==> src/rtl/expr_eval_ctrl.sv <==
// ============================================================================
//  Module      : expr_eval_ctrl
//  Description : Streaming ASCII expression recognizer/evaluator. Accepts one
//                character per handshake, checks "digit (op digit)* =" syntax,
//                evaluates with '*' binding tighter than '+' (modulo 2^WIDTH)
//                and presents one result per expression on a valid/ready port.
//  Revision    : 1.0 - initial release
// ============================================================================
`default_nettype none

module expr_eval_ctrl #(
    parameter int WIDTH = 16
) (
    input  logic             clk,
    input  logic             clr,
    input  logic             in_valid,
    output logic             in_ready,
    input  logic [7:0]       in,
    output logic             res_valid,
    input  logic             res_ready,
    output logic [WIDTH-1:0] result,
    output logic             err,
    output logic             ovf
);

    typedef enum logic [2:0] {
        S_IDLE = 3'd0,   // expecting the first digit
        S_OPND = 3'd1,   // a digit was just seen
        S_OPER = 3'd2,   // an operator was just seen
        S_ERR  = 3'd3,   // discarding until '='
        S_DONE = 3'd4    // result held for the consumer
    } state_t;

    localparam logic [7:0] c_CH_PLUS = 8'h2B;
    localparam logic [7:0] c_CH_STAR = 8'h2A;
    localparam logic [7:0] c_CH_EQ   = 8'h3D;
    localparam logic [7:0] c_CH_0    = 8'h30;
    localparam logic [7:0] c_CH_9    = 8'h39;

    state_t           r_state,    w_state_nxt;
    logic [WIDTH-1:0] r_sum,      w_sum_nxt;
    logic [WIDTH-1:0] r_prod,     w_prod_nxt;
    logic             r_pend_mul, w_pend_mul_nxt;
    logic             r_ovf_acc,  w_ovf_acc_nxt;
    logic [WIDTH-1:0] r_result,   w_result_nxt;
    logic             r_err,      w_err_nxt;
    logic             r_ovf,      w_ovf_nxt;

    logic             w_accept;
    logic             w_is_dig;
    logic             w_is_plus;
    logic             w_is_star;
    logic             w_is_eq;
    logic [3:0]       w_digit;
    logic [WIDTH:0]   w_add;
    logic [WIDTH+3:0] w_mul;

    // ASCII '0'..'9' carry their value in the low nibble
    assign w_is_dig  = (in >= c_CH_0) && (in <= c_CH_9);
    assign w_is_plus = (in == c_CH_PLUS);
    assign w_is_star = (in == c_CH_STAR);
    assign w_is_eq   = (in == c_CH_EQ);
    assign w_digit   = in[3:0];

    // Carry-out of the add and upper nibble of the multiply feed the sticky overflow
    assign w_add = {1'b0, r_sum} + {1'b0, r_prod};
    assign w_mul = {4'b0000, r_prod} * {{WIDTH{1'b0}}, w_digit};

    assign w_accept  = in_valid && (r_state != S_DONE);
    assign in_ready  = (r_state != S_DONE);
    assign res_valid = (r_state == S_DONE);
    assign result    = r_result;
    assign err       = r_err;
    assign ovf       = r_ovf;

    // Next-state and datapath updates for each accepted character
    always_comb begin
        w_state_nxt    = r_state;
        w_sum_nxt      = r_sum;
        w_prod_nxt     = r_prod;
        w_pend_mul_nxt = r_pend_mul;
        w_ovf_acc_nxt  = r_ovf_acc;
        w_result_nxt   = r_result;
        w_err_nxt      = r_err;
        w_ovf_nxt      = r_ovf;

        case (r_state)
            S_IDLE: begin
                if (w_accept) begin
                    if (w_is_dig) begin
                        w_state_nxt    = S_OPND;
                        w_sum_nxt      = '0;
                        w_prod_nxt     = {{(WIDTH-4){1'b0}}, w_digit};
                        w_ovf_acc_nxt  = 1'b0;
                        w_pend_mul_nxt = 1'b0;
                    end else if (w_is_eq) begin
                        w_state_nxt  = S_DONE;
                        w_result_nxt = '0;
                        w_err_nxt    = 1'b1;
                        w_ovf_nxt    = 1'b0;
                    end else begin
                        w_state_nxt = S_ERR;
                    end
                end
            end
            S_OPND: begin
                if (w_accept) begin
                    if (w_is_plus) begin
                        w_state_nxt    = S_OPER;
                        w_sum_nxt      = w_add[WIDTH-1:0];
                        w_ovf_acc_nxt  = r_ovf_acc | w_add[WIDTH];
                        w_pend_mul_nxt = 1'b0;
                    end else if (w_is_star) begin
                        w_state_nxt    = S_OPER;
                        w_pend_mul_nxt = 1'b1;
                    end else if (w_is_eq) begin
                        w_state_nxt  = S_DONE;
                        w_result_nxt = w_add[WIDTH-1:0];
                        w_err_nxt    = 1'b0;
                        w_ovf_nxt    = r_ovf_acc | w_add[WIDTH];
                    end else begin
                        // a second digit in a row (multi-digit number) or junk
                        w_state_nxt = S_ERR;
                    end
                end
            end
            S_OPER: begin
                if (w_accept) begin
                    if (w_is_dig) begin
                        w_state_nxt = S_OPND;
                        if (r_pend_mul) begin
                            w_prod_nxt    = w_mul[WIDTH-1:0];
                            w_ovf_acc_nxt = r_ovf_acc | (|w_mul[WIDTH+3:WIDTH]);
                        end else begin
                            w_prod_nxt = {{(WIDTH-4){1'b0}}, w_digit};
                        end
                    end else if (w_is_eq) begin
                        w_state_nxt  = S_DONE;
                        w_result_nxt = '0;
                        w_err_nxt    = 1'b1;
                        w_ovf_nxt    = 1'b0;
                    end else begin
                        w_state_nxt = S_ERR;
                    end
                end
            end
            S_ERR: begin
                if (w_accept && w_is_eq) begin
                    w_state_nxt  = S_DONE;
                    w_result_nxt = '0;
                    w_err_nxt    = 1'b1;
                    w_ovf_nxt    = 1'b0;
                end
            end
            S_DONE: begin
                if (res_ready) begin
                    w_state_nxt = S_IDLE;
                end
            end
            default: begin
                w_state_nxt = S_IDLE;
            end
        endcase
    end

    // State and datapath registers, cleared asynchronously
    always_ff @(posedge clk or posedge clr) begin
        if (clr) begin
            r_state    <= S_IDLE;
            r_sum      <= '0;
            r_prod     <= '0;
            r_pend_mul <= 1'b0;
            r_ovf_acc  <= 1'b0;
            r_result   <= '0;
            r_err      <= 1'b0;
            r_ovf      <= 1'b0;
        end else begin
            r_state    <= w_state_nxt;
            r_sum      <= w_sum_nxt;
            r_prod     <= w_prod_nxt;
            r_pend_mul <= w_pend_mul_nxt;
            r_ovf_acc  <= w_ovf_acc_nxt;
            r_result   <= w_result_nxt;
            r_err      <= w_err_nxt;
            r_ovf      <= w_ovf_nxt;
        end
    end

endmodule

`default_nettype wire
==> config.mk <==
export PLATFORM = sky130hd
export DESIGN_NAME = expr_eval_ctrl
export DESIGN_NICKNAME = d
export VERILOG_FILES = /design/src/rtl/expr_eval_ctrl.sv
export SDC_FILE = /design/constraint.sdc
export NUM_CORES = 1
export LEC_CHECK = 0
export ABC_CLOCK_PERIOD_IN_PS = 6920
export CAP_MARGIN = 0
export CORE_MARGIN = 4
export CORE_UTILIZATION = 65
export DETAILED_ROUTE_END_ITERATION = 7
export GPL_TIMING_DRIVEN = 0
export PLACE_DENSITY = 0.86
export SLEW_MARGIN = 20
export SYNTH_ARGS = -nofsm -noshare
export SYNTH_HDL_FRONTEND = slang
export SYNTH_SLANG_ARGS = --single-unit
==> constraint.sdc <==
create_clock -name clk -period 6.92 [get_ports clk]
set_clock_uncertainty 0.2 [all_clocks]
set_input_delay 1.384 -clock clk [delete_from_list [all_inputs] [get_ports clk]]
set_output_delay 1.384 -clock clk [all_outputs]
set_load 0.02 [all_outputs]
* Word level (Yosys, flattened, before mapping)
Index checks and enable logic that the tools add are counted.
** Cells by class
- $add $sub $neg :: 1
- Multiply operators :: 1
- Magnitude comparators :: 2
- Equality and inequality tests :: 24
- Multiplexer cells :: 58
- Bitwise gates (word level) :: 2
- Reductions and logical operators :: 16
** Operators with widths (count)
- two-way mux 16 bit :: 17
- one-hot mux 16 bit (2 select lines) :: 2
- one-hot mux 16 bit (3 select lines) :: 1
- two-way mux 1 bit :: 25
- == test 8 x 6 -> 1 bit, second input constant :: 3
- two-way mux 3 bit :: 8
- inequality test 2 bit, second input constant :: 12
- multiplier 16 x 4 -> 20 bit :: 1
- adder 16 x 16 -> 17 bit :: 1
- AND reduction 5 bit :: 3
- one-hot mux 3 bit (4 select lines) :: 1
- one-hot mux 1 bit (3 select lines) :: 3
- AND reduction 9 bit :: 1
- >= comparator 8 x 6 -> 1 bit, second input constant :: 1
- <= comparator 8 x 6 -> 1 bit, second input constant :: 1
- AND reduction 8 bit :: 1
- == test 3 x 2 -> 1 bit, second input constant :: 2
- inequality test 2 x 1 -> 1 bit, second input constant :: 3
- inequality test 3 bit, second input constant :: 2
- nonzero test 3 bit :: 2
- AND reduction 4 bit :: 1
- nonzero test 2 bit :: 2
- OR reduction 4 bit :: 1
- == test 3 x 1 -> 1 bit, second input constant :: 1
- 6 further kinds :: 9
** Storage, ports and cells
- Bits in registers :: 55
- Bits of input ports :: 12
- Output and inout port bits :: 20
- Logic and storage cells :: 112

* Depth between registers and ports, before layout
Gate-level depths: netlist of run 1.
- Depth after elaboration :: 7
- Gate-level depth with buffers :: 17
- Depth with buffers taken out :: 14

* Worst setup path before layout of run 1
No wires, ideal clock.
- Path kind :: in2reg
- From :: input port in[3]
- To :: register r_ovf_acc
- Library setup time :: 126 ps
- Arrival :: 4735 ps
- Required time :: 6594 ps
- Setup slack :: 1859 ps
- Stages on the path :: 16
- Buffers on the path :: 2
- Cells stage by stage :: clkbuf_1 clkbuf_1 and2_1 fa_1 inv_1 fa_1 inv_1 ha_1 or4_1 o21ai_0 a21oi_1 a21oi_1 nor2_1 a211o_1 nor3_1 o21ai_1
** Between the ends
- Word-level cells in the longest chain between the ends :: 7
** Ends and longest elaborated chain
- start, declared :: RTL line 18 : input logic [7:0] in,
- multiplier 16 x 4 -> 20 bit :: RTL line 67 : assign w_mul = {4'b0000, r_prod} * {{WIDTH{1'b0}}, w_digit};
- OR reduction 4 bit :: RTL line 133 : w_ovf_acc_nxt = r_ovf_acc | (|w_mul[WIDTH+3:WIDTH]);
- bitwise OR 1 bit :: RTL line 133
- two-way mux 1 bit :: RTL line 131 : if (r_pend_mul) begin
- two-way mux 1 bit :: RTL line 129 : if (w_is_dig) begin
- two-way mux 1 bit :: RTL line 128 : if (w_accept) begin
- one-hot mux 1 bit (3 select lines) :: RTL line 87 : case (r_state)
- end signal, assigned :: RTL line 182 : r_ovf_acc <= w_ovf_acc_nxt;
- end, declared :: RTL line 44 : logic r_ovf_acc, w_ovf_acc_nxt;
Several ways; a longest one is shown, not always the timed one. The select of a mux whose other input is x is not followed.
A chain may end at the register's enable or synchronous reset.

* Worst setup path after layout of run 1
Same ends and word-level chain as after synthesis.

==> impl_metrics.tcl, run 1 <==
set metrics [dict create \
    status "finished, final reports clean" \
    critPathCaptureType "flop" \
    timing.slew.headroom 0.535 \
    place.gp.congestion 0.924 \
    syn2layout_area_growth_pct 10.3 \
    numClockSinks 55 \
    initialDrtViolationCount 231 \
    period_minus_slack_ps 5950 \
    avgRoutedWirePerCell_um 16.7 \
    syn_area_per_cell_um2 8.88 \
    die_w_um 95.3 \
    drt-vias-per-instance 6.01 \
    cts-root-buf "clkbuf_8" \
    ff2ff_path_depth 14 \
    cts_hold_buf 0 \
    crit_fanout 10 \
    antenna_cells 0 \
    fin_crit_sh 0.859 \
    yosysWarnings 0 \
    layout_commonest_cell "nand2_1" \
    rsz0062_at_grt "no" \
    hold_viol 0 \
    remaining_drc_errors 0 \
    grt_max_degree 56 \
    final_cell_mix "68 x nand2_1, 61 x inv_1, 55 x dfrtp_1" \
    cts_tree "built" \
    nNetsFinal 676 \
    start_util 0.676 \
    critPathLaunchType "input port" \
    cts_resized 0 \
    cts-buffers-inserted 5 \
    syn-num-nets 639 \
    vias 4174 \
    min_path_type "reg -> reg" \
    powerDensity_mw_per_mm2 174 \
    worstSetupPathType "in -> reg" \
    synthDistinctLibCells 56 \
    crit_arrival_ps 5950 \
    drive_gt1_frac 0.0420 \
    synth_seq_cells 55 \
    synth_cells 558 \
    placementRows 31 \
    hold_depth 2 \
    post_cts_buffers 0 \
    ir_drop_mv 0.0953 \
    antenna_found_initial 0 \
    grt_pass1_vias 4215 \
    dpl.hpwl_um 8940 \
    grt_use_total 0.283 \
    drt-total-wl_um 11600 \
    num_io_pins 32 \
    cap_violations 0 \
    setup_tns_ps 0 \
    drv_slew 0 \
    detail-route-antenna-nets 0 \
    first_pass_iters 5 \
    setup_viol 0 \
    htree_levels 2 \
    async_flop_share 1.00 \
    worstSkewPairLatency_ps 320 \
    grt_overflow 0 \
    ys.flop_type "dfrtp_1" \
    yosysSeqAreaShare 0.278 \
    synth_edf_count 0 \
    io_buffer_count 30 \
    p_leak_nw 2.70 \
    die_h_um 95.3 \
    grt_pass1_wl_um 20100 \
    path_clk_slew_ps 110 \
    cp.required_ps 6920 \
    clockBufferDepth 2 \
    timing.hold.ws_ps 289 \
    utilization 0.746 \
    dieArea_mm2 0.00908 \
    fmax_mhz 168 \
    synth_area_mm2 0.00495 \
    power_uw 951 \
    core_area_mm2 0.00733 \
    worst_slew_pin_slew_ps 697 \
]
==> sequential cells by signal (all words and copies together), names as in the netlist <==
signal / count
r_ovf_acc: 1
result: 16
err: 1
r_prod: 16
r_sum: 16
r_state: 3
ovf: 1
r_pend_mul: 1
==> synth_stat cells, types with 3 or more instances <==
cell | count | area [um2]
or4_1 | 3 | 22.5
o21ai_1 | 7 | 35.0
a31oi_1 | 5 | 31.3
nor3_1 | 5 | 25.0
a22o_1 | 23 | 201
nor2_1 | 22 | 82.6
o31ai_1 | 3 | 22.5
xnor2_1 | 15 | 131
and3_1 | 3 | 18.8
buf_2 | 4 | 20.0
o21ai_0 | 35 | 175
nand3_1 | 6 | 30.0
o21bai_1 | 8 | 60.1
nand2b_1 | 5 | 31.3
nor4_1 | 3 | 18.8
dfrtp_1 | 55 | 1380
a32o_1 | 3 | 30.0
inv_1 | 62 | 233
nor2b_1 | 6 | 37.5
nand2_1 | 68 | 255
a21o_1 | 12 | 90.1
xor2_1 | 10 | 87.6
and2_1 | 44 | 275
a211oi_1 | 3 | 22.5
o21a_1 | 4 | 30.0
fa_1 | 29 | 581
ha_1 | 40 | 500
a21oi_1 | 26 | 130
clkbuf_1 | 16 | 60.1
==> per-layer routing <==
| metal | global-route usage | vias to the layer above | share of wire |
|---|---|---|---|
| li1 | - | 1987 | - |
| met1 | 0.386 | 2032 | 0.45 |
| met2 | 0.479 | 136 | 0.48 |
| met3 | 0.0316 | 19 | 0.055 |
| met4 | 0.0769 | 0 | 0.018 |
| met5 | 0 | - | 0 |
==> worst max-delay path, cell delays in order <==
cell and delay (ps):
clkdlybuf4s50_1 490, clkbuf_1 380, clkbuf_1 370, nand2_1 140, fa_1 550, inv_1 60
fa_1 560, inv_1 60, fa_1 460, nor2b_1 160, o31ai_1 120, a21oi_1 410
a21oi_1 170, a211o_1 280, nor3_1 230, o21ai_1 110
==> through the flow <==
step / worst slack [ps] / instances / cell area (um2)
floorplan: 1860 / 558 / 4950
global placement: 766 / 687 / 5380
detailed placement: 692 / 687 / 5380
CTS: 1030 / 694 / 5470
global route: 699 / 694 / 5470
finish: 974 / 694 / 5470
==> cell type report <==
type | instances | area, um2
inverter | 62 | 235
tap | 99 | 124
fill | 539 | 1870
clock inverter | 2 | 16.3
timing repair buffer | 30 | 300
multi-input combinational | 421 | 3260
buffer | 20 | 80.1
sequential | 55 | 1380
clock buffer | 5 | 68.8
==> worst paths after layout <==
kind / to / from / slack [ps]
worst max-delay path: r_ovf_acc / in[3] / 970
worst min-delay path: result[2] / result[2] / 290
worst max register to register: r_ovf_acc / r_prod[1] / 2670
worst min register to register: result[2] / result[2] / 290
max in group asynchronous: r_prod[4] / clr / 4740
min in group asynchronous: r_sum[1] / clr / 1330
==> where the power goes <==
group,leakage [nW],internal [mW],switching [mW]
clock network,0.0406,0.0711,0.119
logic,1.90,0.143,0.234
registers,0.756,0.350,0.0329
total,2.70,0.565,0.386
==> cell families (layout without fill, tap and decap cells) <==
logic type / Yosys count / after routing / share of synthesized area
xor+xnor: 25 / 25 / 0.0442
fa+ha+maj: 69 / 69 / 0.218
flops: 55 / 55 / 0.278
simple gates: 173 / 173 / 0.177
compound gates: 152 / 152 / 0.215
mux: 2 / 2 / 0.00404
buf+inv: 82 / 119 / 0.0631
Note: power is estimated with default switching activity, not from simulation.
==> run 2, diff against run 1 <==
Settings changed: CORE_MARGIN 4 to default.
==> run 2 against run 1 <==
Net effect: combinational power hardly changed; critical path depth is 1 higher; sequential share of layout area decreased by 0.080 points; global-route usage up 3.7 points; critical path type unchanged; largest cell class unchanged; largest power group unchanged.
==> impl_metrics.tcl, run 2 (synthesis gave the netlist of run 1 again) <==
set metrics [dict create \
    rr_endpoint "r_ovf_acc" \
    cts_hold_buf 0 \
    setup_viol 0 \
    avgRoutedWirePerCell_um 16.8 \
    post_cts_buffers 0 \
    min_path_type "reg -> reg" \
    dieArea_mm2 0.00797 \
    placementRows 31 \
    hold_viol 0 \
    rrSetupSlack_ps 2660 \
    initialDrtViolationCount 249 \
    final_cell_mix "68 x nand2_1, 61 x inv_1, 55 x dfrtp_1" \
    powerDensity_mw_per_mm2 176 \
    r2r-start "r_prod[1]" \
    layout_setup_ws_ps 954 \
    drive_gt1_frac 0.0436 \
    rsz0062_at_grt "no" \
    grt_overflow 0 \
    gr-usage-met3 0.0480 \
    gr-max-usage-layer "met2" \
    hold_depth 2 \
    start_util 0.679 \
    crit_fanout 10 \
    layout_commonest_cell "nand2_1" \
    grt_pass1_wl_um 19300 \
    num_io_pins 32 \
    die_w_um 89.3 \
    p_leak_nw 2.71 \
    cp.required_ps 6920 \
    min_to "result[2]" \
    met1_usage 0.427 \
    place.gp.congestion 0.870 \
    numClockSinks 55 \
    fin_crit_sh 0.862 \
    first_pass_iters 5 \
    status "finished, final reports clean" \
    path_clk_slew_ps 110 \
    worst_slew_pin_slew_ps 691 \
    cp_slowest_stage_delay_ps 560 \
    worstSkewPairLatency_ps 320 \
    drt-total-wl_um 11700 \
    cts-root-buf "clkbuf_8" \
    critPathLaunchType "input port" \
    antenna_cells 0 \
    vias 4258 \
    critPathCaptureType "flop" \
    dpl.hpwl_um 8990 \
    clockBufferDepth 2 \
    worstSetupPathType "in -> reg" \
    nNetsFinal 676 \
    power_uw 966 \
    detail-route-antenna-nets 0 \
    htree_levels 2 \
    timing.slew.headroom 0.539 \
    drv_slew 0 \
    ir_drop_mv 0.0898 \
    crit_arrival_ps 5970 \
    setup_tns_ps 0 \
    met2_usage 0.539 \
    io_buffer_count 30 \
    grt_use_total 0.320 \
    drt-vias-per-instance 6.13 \
    die_h_um 89.3 \
    fmax_mhz 168 \
    crit_top_cell "fa_1" \
    cts_tree "built" \
    cts-buffers-inserted 5 \
    ff2ff_path_depth 14 \
    min_from "result[2]" \
    cap_violations 0 \
    antenna_found_initial 0 \
    crit_path_top_delay_cell "fa_1" \
    period_minus_slack_ps 5970 \
    grt_pass1_vias 4121 \
    syn2layout_area_growth_pct 10.7 \
    crit_chain "clkdlybuf4s50_1 -> clkbuf_1 -> clkbuf_1 -> nand2_1 -> fa_1 -> inv_1 -> fa_1 -> inv_1 -> fa_1 -> nor2b_1 -> o31ai_1 -> a21oi_1 -> a21oi_1 -> nor2_1 -> mux2i_1 -> nor3_1 -> o21ai_1" \
    cts_resized 0 \
    place_ws_ps 676 \
    grt_max_degree 56 \
    core_area_mm2 0.00729 \
    remaining_drc_errors 0 \
]
## run 2: final cells by class
type	instances	area, um2
Buffer	20	80.1
Clock buffer	6	82.6
Clock inverter	2	20.0
Fill cell	563	1810
Inverter	62	235
Multi-Input combinational cell	421	3260
Sequential cell	55	1380
Tap cell	99	124
Timing Repair Buffer	30	300
## run 2: worst max-delay path: cells and delay by family
family / cells / cell delay (ps)
AO/OA/AOI/OAI: 4 / 820
adder cells (fa/ha/maj): 3 / 1560
buffers and inverters: 5 / 1380
multiplexers: 1 / 90
AND/OR/NAND/NOR: 4 / 730
## run 2: power by group
group / leakage, nW / switching [mW] / internal [mW]
sequential: 0.756 / 0.0338 / 0.350
combinational: 1.90 / 0.233 / 0.143
clock: 0.0533 / 0.121 / 0.0848
total: 2.71 / 0.388 / 0.578
## run 2: through the flow
stage	hold WS, ps	util	cell area [um2]	instances
2_1_floorplan	255	-	4950	558
4_1_cts	303	0.752	5480	695
6_report	299	0.752	5480	695
3_3_place_gp	260	0.737	5380	687
3_5_place_dp	277	0.738	5380	687
5_1_grt	329	0.752	5480	695
## run 2: worst max path at each step
stage          start         to  slack [ps]  cells past startpoint
6_report       in[3]  r_ovf_acc         950                     17
5_1_grt        in[3]  r_ovf_acc         760                     17
4_1_cts        in[3]  r_ovf_acc        1010                     16
3_5_place_dp   in[3]  r_ovf_acc         680                     16
3_3_place_gp   in[3]  r_ovf_acc         750                     16
2_1_floorplan  in[3]  r_ovf_acc        1860                     16
## run 2: routing by layer
metal | wire length, um | vias to the layer above | part of all wire
met4 | 287 | 0 | 0.025
met5 | 0 | - | 0
met2 | 5670 | 159 | 0.48
met3 | 609 | 28 | 0.052
met1 | 5140 | 2095 | 0.44
li1 | - | 1976 | -
